File: src/rtl/mem_stage_pkg.sv
// rtl/mem_stage_pkg.sv - shared types and default widths for the memory stage
package mem_stage_pkg;
  localparam int DATA_W_C = 16;
  localparam int ADDR_W_C = 16;
  localparam int REG_W_C  = 4;

  typedef enum logic {IDLE, LOAD_WAIT} mem_state_e;
  typedef enum logic [1:0] {OP_PASS, OP_LOAD, OP_STORE} op_e;

  function automatic op_e decode_op(input logic mm, input logic wme);
    if (!mm) return OP_PASS;
    return wme ? OP_STORE : OP_LOAD;
  endfunction
endpackage

File: src/rtl/mem_access_stage_timer.sv
// rtl/mem_access_stage_timer.sv - mem_load_timer: counts down the data-RAM read latency of a load
module mem_load_timer #(
  parameter int RAM_LATENCY = 1
) (
  input  logic clk,
  input  logic rst_n,
  input  logic start,
  input  logic clear,
  output logic done
);
  localparam int CNT_W = $clog2(RAM_LATENCY + 1);

  logic [CNT_W-1:0] cnt;

  always_ff @(posedge clk or negedge rst_n) begin
    if (!rst_n) begin
      cnt <= '0;
    end else if (clear) begin
      cnt <= '0;
    end else if (start) begin
      cnt <= CNT_W'(RAM_LATENCY - 1);
    end else if (cnt != '0) begin
      cnt <= cnt - 1'b1;
    end
  end

  assign done = (cnt == '0);
endmodule

File: src/rtl/mem_access_stage.sv
// rtl/mem_access_stage.sv - CPU memory stage: data-RAM loads/stores with load-latency stall
// Optional store-to-load bypass enabled by defining MEM_BYPASS_EN.
module mem_access_stage
  import mem_stage_pkg::*;
#(
  parameter int DATA_W      = DATA_W_C,
  parameter int ADDR_W      = ADDR_W_C,
  parameter int REG_W       = REG_W_C,
  parameter int RAM_LATENCY = 1
) (
  input  logic              clk,
  input  logic              rst_n,
  input  logic              flush,
  input  logic              in_valid,
  output logic              in_ready,
  input  logic              in_mm,
  input  logic              in_wme,
  input  logic              in_wbs,
  input  logic              in_ni,
  input  logic [ADDR_W-1:0] in_addr,
  input  logic [DATA_W-1:0] in_wdata,
  input  logic [REG_W-1:0]  in_reg_dest,
  output logic [ADDR_W-1:0] ram_addr,
  output logic [DATA_W-1:0] ram_wdata,
  output logic              ram_wren,
  input  logic [DATA_W-1:0] ram_q,
  output logic              out_valid,
  output logic              out_wbs,
  output logic              out_ni,
  output logic [DATA_W-1:0] out_mem_data,
  output logic [DATA_W-1:0] out_calc_data,
  output logic [REG_W-1:0]  out_reg_dest
);
  mem_state_e        state;
  op_e               op;
  logic              accept;
  logic              load_start;
  logic              load_done;
  logic              byp_hit;
  logic [DATA_W-1:0] byp_data;
  logic [ADDR_W-1:0] ld_addr;
  logic [REG_W-1:0]  ld_dest;
  logic              ld_wbs;
  logic              ld_ni;

  assign op         = decode_op(in_mm, in_wme);
  assign in_ready   = (state == IDLE);
  assign accept     = in_valid & in_ready & ~flush;
  assign ram_addr   = (state == IDLE) ? in_addr : ld_addr;
  assign ram_wdata  = in_wdata;
  assign ram_wren   = accept && (op == OP_STORE);
  assign load_start = accept && (op == OP_LOAD) && !byp_hit;

`ifdef MEM_BYPASS_EN
  logic              byp_valid;
  logic [ADDR_W-1:0] byp_addr;

  // Record is compared before this cycle's store updates it.
  assign byp_hit = byp_valid && (byp_addr == in_addr);

  always_ff @(posedge clk or negedge rst_n) begin
    if (!rst_n) begin
      byp_valid <= 1'b0;
      byp_addr  <= '0;
      byp_data  <= '0;
    end else if (ram_wren) begin
      byp_valid <= 1'b1;
      byp_addr  <= in_addr;
      byp_data  <= in_wdata;
    end
  end
`else
  assign byp_hit  = 1'b0;
  assign byp_data = '0;
`endif

  mem_load_timer #(.RAM_LATENCY(RAM_LATENCY)) u_timer (
    .clk   (clk),
    .rst_n (rst_n),
    .start (load_start),
    .clear (flush),
    .done  (load_done)
  );

  always_ff @(posedge clk or negedge rst_n) begin
    if (!rst_n) begin
      state         <= IDLE;
      ld_addr       <= '0;
      ld_dest       <= '0;
      ld_wbs        <= 1'b0;
      ld_ni         <= 1'b0;
      out_valid     <= 1'b0;
      out_wbs       <= 1'b0;
      out_ni        <= 1'b0;
      out_mem_data  <= '0;
      out_calc_data <= '0;
      out_reg_dest  <= '0;
    end else begin
      out_valid <= 1'b0;
      case (state)
        IDLE: begin
          if (load_start) begin
            state   <= LOAD_WAIT;
            ld_addr <= in_addr;
            ld_dest <= in_reg_dest;
            ld_wbs  <= in_wbs;
            ld_ni   <= in_ni;
          end else if (accept) begin
            out_valid     <= 1'b1;
            out_wbs       <= in_wbs;
            out_ni        <= in_ni;
            out_mem_data  <= (op == OP_LOAD) ? byp_data : '0;
            out_calc_data <= in_addr;
            out_reg_dest  <= in_reg_dest;
          end
        end
        LOAD_WAIT: begin
          // flush wins over a load that completes in the same cycle
          if (flush) begin
            state <= IDLE;
          end else if (load_done) begin
            state         <= IDLE;
            out_valid     <= 1'b1;
            out_wbs       <= ld_wbs;
            out_ni        <= ld_ni;
            out_mem_data  <= ram_q;
            out_calc_data <= ld_addr;
            out_reg_dest  <= ld_dest;
          end
        end
        default: state <= IDLE;
      endcase
    end
  end
endmodule

File: config.mk
export PLATFORM = sky130hd
export DESIGN_NAME = mem_access_stage
export DESIGN_NICKNAME = d
export VERILOG_FILES = /design/src/rtl/mem_stage_pkg.sv /design/src/rtl/mem_access_stage_timer.sv /design/src/rtl/mem_access_stage.sv
export SDC_FILE = /design/constraint.sdc
export NUM_CORES = 1
export LEC_CHECK = 0
export CAP_MARGIN = 20
export CORE_ASPECT_RATIO = 1.1
export CORE_MARGIN = 8
export CORE_UTILIZATION = 46
export CTS_BUF_LIST = sky130_fd_sc_hd__clkbuf_16
export CTS_CLUSTER_SIZE = 20
export DETAILED_ROUTE_END_ITERATION = 7
export PLACE_DENSITY = 0.94
export SLEW_MARGIN = 20
export SYNTH_ARGS = -nofsm -noshare
export SYNTH_HDL_FRONTEND = slang
export SYNTH_HIERARCHICAL = 1
export SYNTH_SLANG_ARGS = --single-unit
export TNS_END_PERCENT = 100
File: constraint.sdc
create_clock -name clk -period 3.4 [get_ports clk]
set_input_delay 0.68 -clock clk [delete_from_list [all_inputs] [get_ports clk]]
set_output_delay 0.68 -clock clk [all_outputs]
set_load 0.02 [all_outputs]
==> flow_summary.ini <==
[sta]
tightestPinTransition_ns = 0.9712
fin_crit_sh_pct = 85.90
fmaxAchievable_ghz = 0.3424
drv_slew = 0
clock_skew_ns = 0.003955
final_hold_viol_count = 0
min_period_ns = 2.921
finalSetupViolations = 0
max_slew_margin_pct = 35.18
setup-tns-final_ns = 0
rsz0062_at_grt = no

[logic_synthesis]
synthAdderAreaFrac_pct = 0
async_flop_share_pct = 100.0
synth_top_family_by_area = compound AO/OA/AOI/OAI gates
muxShareOfSynthArea_pct = 14.06
synth_top_cell_by_area = dfrtp_1
synth_compound_area_share_pct = 18.17
synth_simple_gate_area_share_pct = 6.086
syn_area_mm2 = 0.003043
ys_warn_count = 6
synthFlopType = dfrtp_1
ys_seq_area_share_pct = 50.99
ys_types = 24
synth_fp_nets = 337
synth-seq-cells = 62
synth_cells = 277
synth.area.top_cells = dfrtp_1, mux2_2, a311oi_1
synth_xor_area_share_pct = 0
synth_edf_count = 0
synth_most_common_cell = dfrtp_1
synthTopCellsByCount = dfrtp_1, mux2_2, a21oi_1, a311oi_1, inv_1
syn_area_per_cell_um2 = 10.99
synth_top_area_share_pct = 50.99

[cts]
post_cts_buffers = 0
cts_hold_buf = 0
clk_path_buf_depth = 2
cts_tree = done
root_buffer = clkbuf_16
cts_resized = 0
clkSinkCount = 62
insertion_delay_ns = 0.32
h-tree-depth = 3
cts_inserted_buffers = 9
cts.clk_slew.worst_paths_ns = 0.05

[critical_path]
start_kind = register
cp-end-kind = output pin
critPathKind = reg -> out
worst-endpoint-arrival_ns = 2.24
worstPathRequired_ns = 2.72
crit_fanout = 14

[drt]
wl_met3_um = 671
wl_per_cell_um = 19.27
via_count = 2486
drtPass1Iterations = 4
drt-met1-wl_mm = 3.432
wirelength_mm = 8.478
drtIter0Drc = 161
route.met2.wl_mm = 4.274
highest_layer = met4
final_antenna_net_count = 0
vias_per_cell = 5.650
drc = 0

[placement]
dp_cells = 426
place_hpwl_mm = 5.691
place_congestion = 0.7968
port_buffers = 100

[power]
peakVddDrop_uv = 324.5
p_per_area_mw_per_mm2 = 608.1
cellLeakagePower_uw = 0.001716

[global_route]
first_global_vias = 2621
grt_max_degree = 44
antenna_found_initial = 0
grt-ovfl-total = 0
grtUsageTotal_pct = 18.23
grt_pass1_wl_mm = 13.69

[final_layout]
nets = 415
instances_no_fill = 440
n_antenna_cell = 0
post-route-util_pct = 64.81
area_growth_pct = 37.95
drive_gt1_share_pct = 17.60

[worst_hold_path]
hold_path_class = in -> async

[die]
placementRows = 31
die_w_um = 93.55
die-height_um = 101.3
coreArea_mm2 = 0.006477
die_area_mm2 = 0.009476
io_pins = 133
start_util_pct = 46.98

[job]
max_cap_violations = 0

[status]
status = completed
==> state kept, by name, summed over array words and instances (netlist names) <==
name,count
state,1
out_calc_data,16
out_valid,1
out_wbs,1
out_reg_dest,4
ld_dest,4
ld_wbs,1
ld_addr,16
ld_ni,1
out_ni,1
out_mem_data,16
==> metal layers <==
metal	track usage, %	up-vias
met3	4.077	11
met4	6.349	0
met5	0	-
met1	21.69	1225
li1	-	1131
met2	31.54	119
==> worst max-delay path, stage by stage (launching register included) <==
cell	delay [ns]
dfrtp_1	0.70
buf_4	0.29
mux2_2	0.37
clkdlybuf4s50_1	0.56
==> cells in the final DEF, fill, tap and decap left out, types with 2 or more instances in the layout <==
| cell | Yosys | final |
|---|---|---|
| a211oi_1 | 6 | 6 |
| a21oi_1 | 22 | 22 |
| a22oi_1 | 16 | 16 |
| a311oi_1 | 22 | 22 |
| buf_2 | 8 | 2 |
| buf_4 | 17 | 8 |
| clkbuf_16 | 0 | 9 |
| clkdlybuf4s50_1 | 0 | 98 |
| clkinv_1 | 0 | 3 |
| dfrtp_1 | 62 | 62 |
| inv_1 | 19 | 20 |
| mux2_2 | 38 | 38 |
| nor2_1 | 17 | 16 |
| nor2b_1 | 8 | 8 |
| o21ai_0 | 16 | 16 |
==> per-stage QoR <==
| stage | cell area [µm²] | power [µW] | hold WS, ns | setup slack, ns |
|---|---|---|---|---|
| finish | 4198 | 2553 | 0.4910 | 0.4793 |
| global route | 4198 | 2677 | 0.5251 | 0.3989 |
| CTS | 4198 | 2578 | 0.5019 | 0.4506 |
| detailed placement | 3953 | 1803 | 0.4905 | 0.4741 |
| global placement | 3953 | 1769 | 0.4835 | 0.5469 |
| floorplan | 3043 | 1434 | 0.3844 | 0.9959 |
==> layout make-up <==
type                            count  area (µm²)
Clock buffer                        9       225.2
Clock inverter                      5       20.02
Tap cell                           82       102.6
Sequential cell                    62        1551
Multi-Input combinational cell    155        1176
Fill cell                         527        2280
Inverter                           19       71.32
Timing Repair Buffer              108        1051
==> cell families after synthesis <==
| group | after synthesis |
|---|---|
| AO/OA/AOI/OAI | 83 |
| flip-flops | 62 |
| other | 1 |
| buffers and inverters | 60 |
| AND/OR/NAND/NOR | 33 |
| multiplexers | 38 |
==> worst paths after layout <==
kind	start	end	slack [ns]	depth (start not counted)
setup / recovery	state	ram_addr[11]	0.48	3
min in group clk	ld_addr[13]	ld_addr[13]	0.50	1
hold / removal	rst_n	out_mem_data[12]	0.49	1
max in group asynchronous	rst_n	out_mem_data[2]	2.05	2
hold reg to reg	ld_addr[13]	ld_addr[13]	0.50	1
setup reg to reg	state	out_calc_data[8]	1.33	4
==> where the power goes <==
part | switching (µW) | internal (µW) | leakage, µW | total [µW]
clock network | 291 | 471 | 0.000125 | 762
logic | 379 | 392 | 0.000867 | 771
registers | 108 | 912 | 0.000725 | 1020
total | 778 | 1770 | 0.00172 | 2550
(Power assumes the default switching activity.)
